==> src/rtl/coin_bank.sv <==
// Coin credit accumulator: sums coin pulses, handles buy/cancel, paces change pulses (all outputs registered, 1-cycle latency).
// No backpressure: coins are rejected (coin_reject) when they would overflow or while busy; buy/cancel are ignored while busy.
module coin_bank #(
    parameter int unsigned COIN_A      = 1,
    parameter int unsigned COIN_B      = 2,
    parameter int unsigned COIN_C      = 10,
    parameter int unsigned COIN_D      = 20,
    parameter int unsigned CHANGE_GAP  = 3,
    parameter bit          AUTO_CHANGE = 1'b1
) (
    input  logic       clk,
    input  logic       rst,
    input  logic       coin_a,
    input  logic       coin_b,
    input  logic       coin_c,
    input  logic       coin_d,
    input  logic       buy,
    input  logic [7:0] price,
    input  logic       cancel,
    output logic [7:0] moneyv,
    output logic       vend,
    output logic       chg_one,
    output logic       chg_half,
    output logic       coin_reject,
    output logic       err_insuf,
    output logic       busy
);

    localparam int GW = (CHANGE_GAP > 0) ? $clog2(CHANGE_GAP + 1) : 1;

    typedef enum logic [1:0] {
        IDLE   = 2'd0,
        CREDIT = 2'd1,
        VEND   = 2'd2,
        REFUND = 2'd3
    } state_t;

    state_t        state, state_nxt;
    logic [7:0]    money_nxt;
    logic [GW-1:0] gap, gap_nxt;
    logic          vend_nxt, chg_one_nxt, chg_half_nxt, coin_reject_nxt, err_insuf_nxt;
    logic          coin_any;
    logic [8:0]    coin_sum;

    assign coin_any = coin_a | coin_b | coin_c | coin_d;

    // Nine bits so an overflowing deposit is detectable rather than wrapping.
    assign coin_sum = {1'b0, moneyv}
                    + (coin_a ? 9'(COIN_A) : 9'd0)
                    + (coin_b ? 9'(COIN_B) : 9'd0)
                    + (coin_c ? 9'(COIN_C) : 9'd0)
                    + (coin_d ? 9'(COIN_D) : 9'd0);

    assign busy = (state == VEND) || (state == REFUND);

    always_comb begin
        state_nxt       = state;
        money_nxt       = moneyv;
        gap_nxt         = gap;
        vend_nxt        = 1'b0;
        chg_one_nxt     = 1'b0;
        chg_half_nxt    = 1'b0;
        coin_reject_nxt = 1'b0;
        err_insuf_nxt   = 1'b0;

        case (state)
            IDLE, CREDIT: begin
                if ((state == CREDIT) && cancel) begin
                    state_nxt       = REFUND;
                    gap_nxt         = '0;
                    coin_reject_nxt = coin_any;
                end else if (buy && (state == CREDIT) && (price <= moneyv)) begin
                    state_nxt       = VEND;
                    money_nxt       = moneyv - price;
                    vend_nxt        = 1'b1;
                    coin_reject_nxt = coin_any;
                end else begin
                    // Any buy reaching here was refused; coins still count.
                    err_insuf_nxt = buy;
                    if (coin_any) begin
                        if (coin_sum > 9'd255) begin
                            coin_reject_nxt = 1'b1;
                        end else begin
                            money_nxt = coin_sum[7:0];
                        end
                    end
                    state_nxt = (money_nxt != 8'd0) ? CREDIT : IDLE;
                end
            end

            VEND: begin
                coin_reject_nxt = coin_any;
                if (moneyv == 8'd0) begin
                    state_nxt = IDLE;
                end else if (AUTO_CHANGE) begin
                    state_nxt = REFUND;
                    gap_nxt   = '0;
                end else begin
                    state_nxt = CREDIT;
                end
            end

            REFUND: begin
                coin_reject_nxt = coin_any;
                if (moneyv == 8'd0) begin
                    state_nxt = IDLE;
                    gap_nxt   = '0;
                end else if (gap != '0) begin
                    gap_nxt = gap - 1'b1;
                end else begin
                    if (moneyv >= 8'd2) begin
                        chg_one_nxt = 1'b1;
                        money_nxt   = moneyv - 8'd2;
                    end else begin
                        chg_half_nxt = 1'b1;
                        money_nxt    = moneyv - 8'd1;
                    end
                    if (money_nxt == 8'd0) begin
                        state_nxt = IDLE;
                        gap_nxt   = '0;
                    end else begin
                        gap_nxt = GW'(CHANGE_GAP);
                    end
                end
            end

            default: begin
                state_nxt = IDLE;
                gap_nxt   = '0;
            end
        endcase
    end

    always_ff @(posedge clk or posedge rst) begin
        if (rst) begin
            state       <= IDLE;
            moneyv      <= 8'd0;
            gap         <= '0;
            vend        <= 1'b0;
            chg_one     <= 1'b0;
            chg_half    <= 1'b0;
            coin_reject <= 1'b0;
            err_insuf   <= 1'b0;
        end else begin
            state       <= state_nxt;
            moneyv      <= money_nxt;
            gap         <= gap_nxt;
            vend        <= vend_nxt;
            chg_one     <= chg_one_nxt;
            chg_half    <= chg_half_nxt;
            coin_reject <= coin_reject_nxt;
            err_insuf   <= err_insuf_nxt;
        end
    end

endmodule

==> config.mk <==
export PLATFORM = sky130hd
export DESIGN_NAME = coin_bank
export DESIGN_NICKNAME = d
export VERILOG_FILES = /design/src/rtl/coin_bank.sv
export SDC_FILE = /design/constraint.sdc
export NUM_CORES = 1
export LEC_CHECK = 0
export BUFFER_PORTS_ARGS = -buffer_cell sky130_fd_sc_hd__buf_2
export CAP_MARGIN = 20
export CORE_MARGIN = 1.5
export CORE_UTILIZATION = 60
export DETAILED_ROUTE_END_ITERATION = 7
export GPL_TIMING_DRIVEN = 1
export PLACE_DENSITY = 0.83
export SLEW_MARGIN = 20
export SYNTH_ARGS = -nofsm -noshare
export SYNTH_HDL_FRONTEND = slang
export SYNTH_SLANG_ARGS = --single-unit
export TNS_END_PERCENT = 30
==> constraint.sdc <==
create_clock -name clk -period 5.56 [get_ports clk]
set_input_delay 0.834 -clock clk [delete_from_list [all_inputs] [get_ports clk]]
set_output_delay 0.834 -clock clk [all_outputs]
set_load 0.02 [all_outputs]
## Yosys cells after proc, flatten, opt, wreduce, memory -nomap -nowiden

Index checks and enable logic that the tools add are counted.

- Flip-flop bits (word level): 17
- Word-level logic and storage cells: 98

- $add $sub $neg: 8
- Magnitude comparators: 3
- Eq/ne operators: 10
- Muxes and demuxes: 51
- Bitwise logic cells: 3
- Reductions and logical operators: 15

Operators by type and width:

| kind | count |
|---|---|
| $mux 8 | 13 |
| $mux 2 | 12 |
| $mux 1 | 20 |
| $logic_not 8->1 | 2 |
| $pmux 8 s2 | 1 |
| $pmux 2 s3 | 2 |
| $ne 2x2->1 const B | 5 |
| $add 8x1->9 | 1 |
| $add 9x2->9 | 1 |
| $add 9x4->9 | 1 |
| $add 9x5->9 | 1 |
| $gt 9x8->1 const B | 1 |
| $ge 8x2->1 const B | 1 |
| $le 8x8->1 | 1 |
| $reduce_bool 8->1 | 1 |
| $sub 8x1->8 const B | 1 |
| $sub 8x2->8 const B | 1 |
| $sub 8x8->8 | 1 |
| $mux 5 | 1 |
| $eq 2x2->1 const B | 2 |
| $mux 4 | 1 |
| $reduce_and 2->1 | 2 |
| $reduce_and 4->1 | 1 |
| $reduce_bool 2->1 | 2 |
| other kinds (10) | 15 |

## Logic depth before layout (Yosys ltp)

- Depth after elaboration: 16
- Gate-level depth with buffers: 12
- Depth with buffers taken out: 12

## Least setup slack after synthesis

No wires, ideal clock.

- Path type: in2reg
- Start: input port coin_b
- End: register moneyv[7]
- Setup time: 0.124 ns
- Data arrival time: 3.001 ns
- Slack: 2.435 ns
- Cell stages on the path: 12
- Cell sequence: inv_1 fa_1 inv_1 ha_1 fa_1 a21o_1 a21oi_1 nor2_1 o211a_1 o22ai_1 a221o_1 a21oi_1

- Cells in the longest elaborated chain, start to end: 13
- Elaborated cells between the ends (all ways): 16
- Classes of those cells: add/sub (3); order compare (1); mux (9); bitwise (3)

Ends and longest elaborated chain:

| what | RTL line | source |
|---|---|---|
| start, declared | 14 | `input logic coin_b,` |
| $mux 2 | 50 | `+ (coin_b ? 9'(COIN_B) : 9'd0)` |
| $add 9x2->9 | 50 |  |
| $add 9x4->9 | 51 | `+ (coin_c ? 9'(COIN_C) : 9'd0)` |
| $add 9x5->9 | 52 | `+ (coin_d ? 9'(COIN_D) : 9'd0);` |
| $gt 9x8->1 | 81 | `if (coin_sum > 9'd255) begin` |
| $mux 8 | 81 |  |
| $mux 8 * | 80 | `if (coin_any) begin` |
| $mux 8 * | 72 | `end else if (buy && (state == CREDIT) && (price <= moneyv)) begin` |
| $mux 8 * | 68 | `if ((state == CREDIT) && cancel) begin` |
| $mux 8 * | 66 | `case (state)` |
| $mux 8 * | 72 |  |
| $mux 8 * | 68 |  |
| $pmux 8 s2 * | 66 |  |
| end signal, assigned | 146 | `moneyv <= money_nxt;` |
| end, declared | 20 | `output logic [7:0] moneyv,` |

Mark *: on every way between the ends. The rest lies on a longest branch, timed or not. The select of a mux whose other input is x is not followed.
A chain may end at the register's enable or synchronous reset.

## Worst setup path after layout

- Start: register moneyv[0]
- End: register moneyv[0]

- Cells in the longest elaborated chain, start to end: 13
- Elaborated cells between the ends (all ways): 28
- Classes of those cells: add/sub (7); order compare (3); eq/ne (1); mux (14); reduce/logical (3)

Ends and longest elaborated chain:

| what | RTL line | source |
|---|---|---|
| $add 8x1->9 | 49 | `+ (coin_a ? 9'(COIN_A) : 9'd0)` |
| $add 9x2->9 | 50 |  |
| $add 9x4->9 | 51 |  |
| $add 9x5->9 | 52 |  |
| $gt 9x8->1 | 81 |  |
| $mux 8 | 81 |  |
| $mux 8 | 80 |  |
| $mux 8 | 72 |  |
| $mux 8 | 68 |  |
| $mux 8 | 66 |  |
| $mux 8 | 72 |  |
| $mux 8 | 68 |  |
| $pmux 8 s2 | 66 |  |

Several ways; a longest one is shown, not always the timed one. The select of a mux whose other input is x is not followed.

==> impl_metrics.env <==
export IMPL_synthMostInstantiatedCell="ha_1"
export IMPL_grt_start_max_net_pins=18
export IMPL_cts_tree="done"
export IMPL_ys_seq_area_share_pct=21.51
export IMPL_layout_nets=295
export IMPL_rows=20
export IMPL_grt_pass1_wl_um=7817
export IMPL_synth_top_family_by_area="compound AO/OA/AOI/OAI gates"
export IMPL_synthSimpleGateAreaFrac_pct=20.37
export IMPL_reg2reg_to="moneyv[0]"
export IMPL_postCtsSetupRepairBufs=0
export IMPL_crit_family="compound AO/OA/AOI/OAI gates"
export IMPL_rsz0062_at_grt="no"
export IMPL_syn_inst=229
export IMPL_ys_warnings_count=0
export IMPL_multi_input_area_um2=1419
export IMPL_relSlewSlack_pct=41.78
export IMPL_crit_required_ns=5.76
export IMPL_synth_area_um2=1978
export IMPL_n_antenna_cell=0
export IMPL_p_leak_nw=0.9922
export IMPL_ant_nets=0
export IMPL_cpMostUsedCell="a21oi_1"
export IMPL_ys_types=60
export IMPL_num_vias=1820
export IMPL_crit_fanout=11
export IMPL_power_density_nw_per_um2=632.9
export IMPL_totalWireLength_um=4762
export IMPL_synth_xor_area_share_pct=4.428
export IMPL_synth_adder_area_share_pct=16.32
export IMPL_synth_flop_cell="dfrtp_1"
export IMPL_worst_slew_pin_slew_ns=0.8734
export IMPL_grt_overflow_total=0
export IMPL_synth_compound_area_share_pct=23.34
export IMPL_worst_r2r_path_depth=10
export IMPL_viasPerCell=6.107
export IMPL_synth_avg_cell_area_um2=8.638
export IMPL_gp_congestion=0.8810
export IMPL_cap_violations=0
export IMPL_dp_cells=294
export IMPL_worstPathArrival_ns=3.59
export IMPL_maxSlewViolCount=0
export IMPL_syn_nets=269
export IMPL_clk_pin_slew_ns=0.11
export IMPL_hp_class="input port to async pin"
export IMPL_synth_top_area_share_pct=21.51
export IMPL_area_delta_synth_final_pct=8.539
export IMPL_final_layout_size_suffix_gt1_share_pct=19.69
export IMPL_crit_slowest_cell="a21oi_1"
export IMPL_core_area_um2=3103
export IMPL_worstPathBufferInverterCount=2
export IMPL_portBuffers=29
export IMPL_cp_end_kind="register"
export IMPL_synth_edf_count=0
export IMPL_dp_hpwl_um=3650
export IMPL_synth_commonest_cells="ha_1, inv_1, nor2_1"
export IMPL_finClkSkew_ns=0.009181
export IMPL_synth_mux_area_fraction_pct=7.274
export IMPL_vdd_drop_max_v=0.0003449
export IMPL_grt_use_total_pct=28.60
export IMPL_cp_slowest_stage_delay_ns=0.71
export IMPL_ff_latch_area_um2=425.4
export IMPL_chipWidth_um=60.42
export IMPL_setup_viol=0
export IMPL_cts_max_level=1
export IMPL_grt_pass1_vias=1641
export IMPL_fin_crit_sh_pct=61.02
export IMPL_n_fill_cell=282
export IMPL_setup_tns_ns=0
export IMPL_dieHeight_um=60.42
export IMPL_synth_top_cell_by_area="dfrtp_1"
export IMPL_synthArstFlopShare_pct=100.0
export IMPL_worstSetupStartpointType="register"
export IMPL_clock_path_buffers=2
export IMPL_drc=0
export IMPL_wire_per_inst_um=15.98
export IMPL_finalCriticalPeriod_ns=3.393
export IMPL_antenna_found_initial=0
export IMPL_yosys_top_cells_area="dfrtp_1, ha_1, mux2i_1"
export IMPL_cts_hold_buf=0
export IMPL_first_pass_iters=4
export IMPL_dieArea_um2=3651
export IMPL_cts_made_buffers=3
export IMPL_fin_cells=298
export IMPL_clock_sinks=17
export IMPL_regToRegSetupSlack_ns=2.17
export IMPL_root_buffer="clkbuf_4"
export IMPL_drt_iter0_markers=133
export IMPL_ios=30
export IMPL_reg2reg_from="moneyv[0]"
export IMPL_crit_type="register to register"
export IMPL_initial_utilization_pct=63.75
export IMPL_insertion_delay_ns=0.31
export IMPL_fmax_mhz=294.8
export IMPL_crit_chain="inv_1 > ha_1 > fa_1 > nand2b_1 > a21oi_1 > o31ai_1 > a21oi_1 > inv_2 > mux2i_1 > a221o_1"
export IMPL_synth_seq_cells=17
export IMPL_status="complete, no violations"
export IMPL_cts_resized=0
export IMPL_hold_violations=0
[registers in the layout, summed over array words and instances, names as in the netlist]
register / count
coin_reject: 1
chg_one: 1
gap: 2
state: 2
moneyv: 8
chg_half: 1
err_insuf: 1
vend: 1
[how the worst max path moves through the flow]
stage	startpoint	end	slack, ns	cells after the start
final	moneyv[0]	moneyv[0]	2.17	10
after global routing	moneyv[0]	moneyv[0]	1.93	10
after CTS	moneyv[0]	moneyv[0]	2.24	10
after detailed placement	price[0]	moneyv[0]	2.03	10
after global placement	coin_b	moneyv[5]	2.12	12
after floorplan	coin_b	moneyv[7]	2.44	12
[cells in the final DEF, fill, tap and decap left out, types with 2 or more instances in the layout]
cell type | Yosys | layout
nor4_1 | 2 | 2
a21oi_1 | 11 | 11
dfrtp_1 | 17 | 17
a221o_1 | 5 | 5
clkbuf_4 | 0 | 3
a22oi_1 | 2 | 2
nand2b_1 | 5 | 5
a211oi_1 | 3 | 3
mux2i_1 | 11 | 11
xnor2_1 | 7 | 7
ha_1 | 21 | 21
nor2_1 | 18 | 18
nand3_1 | 3 | 3
nand2_1 | 9 | 9
mux2_2 | 3 | 3
a31oi_1 | 2 | 2
nor3b_1 | 3 | 3
o21a_1 | 2 | 2
o22ai_1 | 2 | 2
o211ai_1 | 3 | 3
inv_1 | 19 | 19
nor3_1 | 9 | 9
o2111ai_1 | 3 | 3
xor2_1 | 3 | 3
nor2b_1 | 6 | 6
fa_1 | 3 | 3
o31ai_1 | 2 | 2
o21bai_1 | 2 | 2
nand4_1 | 4 | 4
or4_1 | 2 | 2
o21ai_0 | 13 | 13
buf_2 | 2 | 29
[per-layer routing]
layer,vias to the layer above,GRT usage [%],part of all wire (%)
li1,896,-,-
met4,0,7.453,2.3
met5,-,0,0
met3,19,3.838,7.1
met1,816,42.93,47
met2,89,43.48,44
[stage by stage]
stage / power (mW) / cell area [µm²] / worst slack, ns / hold slack (ns) / utilization [%]
floorplan: 1.054 / 1978 / 2.435 / 0.5313 / -
global placement: 1.252 / 2120 / 2.125 / 0.5725 / 68.31
detailed placement: 1.266 / 2120 / 2.026 / 0.5954 / 68.31
CTS: 1.338 / 2147 / 2.236 / 0.6036 / 69.19
global route: 1.481 / 2147 / 1.933 / 0.6243 / 69.19
finish: 1.359 / 2147 / 2.167 / 0.5949 / 69.19
[where the power goes]
| part | switching (mW) | internal (mW) |
|---|---|---|
| clock | 0.0417 | 0.0269 |
| combinational | 0.557 | 0.433 |
| sequential | 0.125 | 0.175 |
| total | 0.725 | 0.634 |
[cell families (layout without fill, tap and decap cells)]
logic type      after synthesis  in the layout
compound gates               64             64
mux                          14             14
fa+ha+maj                    24             24
buf+inv                      28             53
simple gates                 72             72
flops                        17             17
xor+xnor                     10             10
[layout make-up]
class / count / area share, %
multi-input combinational: 184 / 66.08
sequential: 17 / 19.81
clock inverter: 1 / 0.2331
tap: 44 / 2.564
timing repair buffer: 29 / 6.760
inverter: 20 / 3.497
clock buffer: 3 / 1.049
No activity file was read; power rests on OpenSTA's default activity.
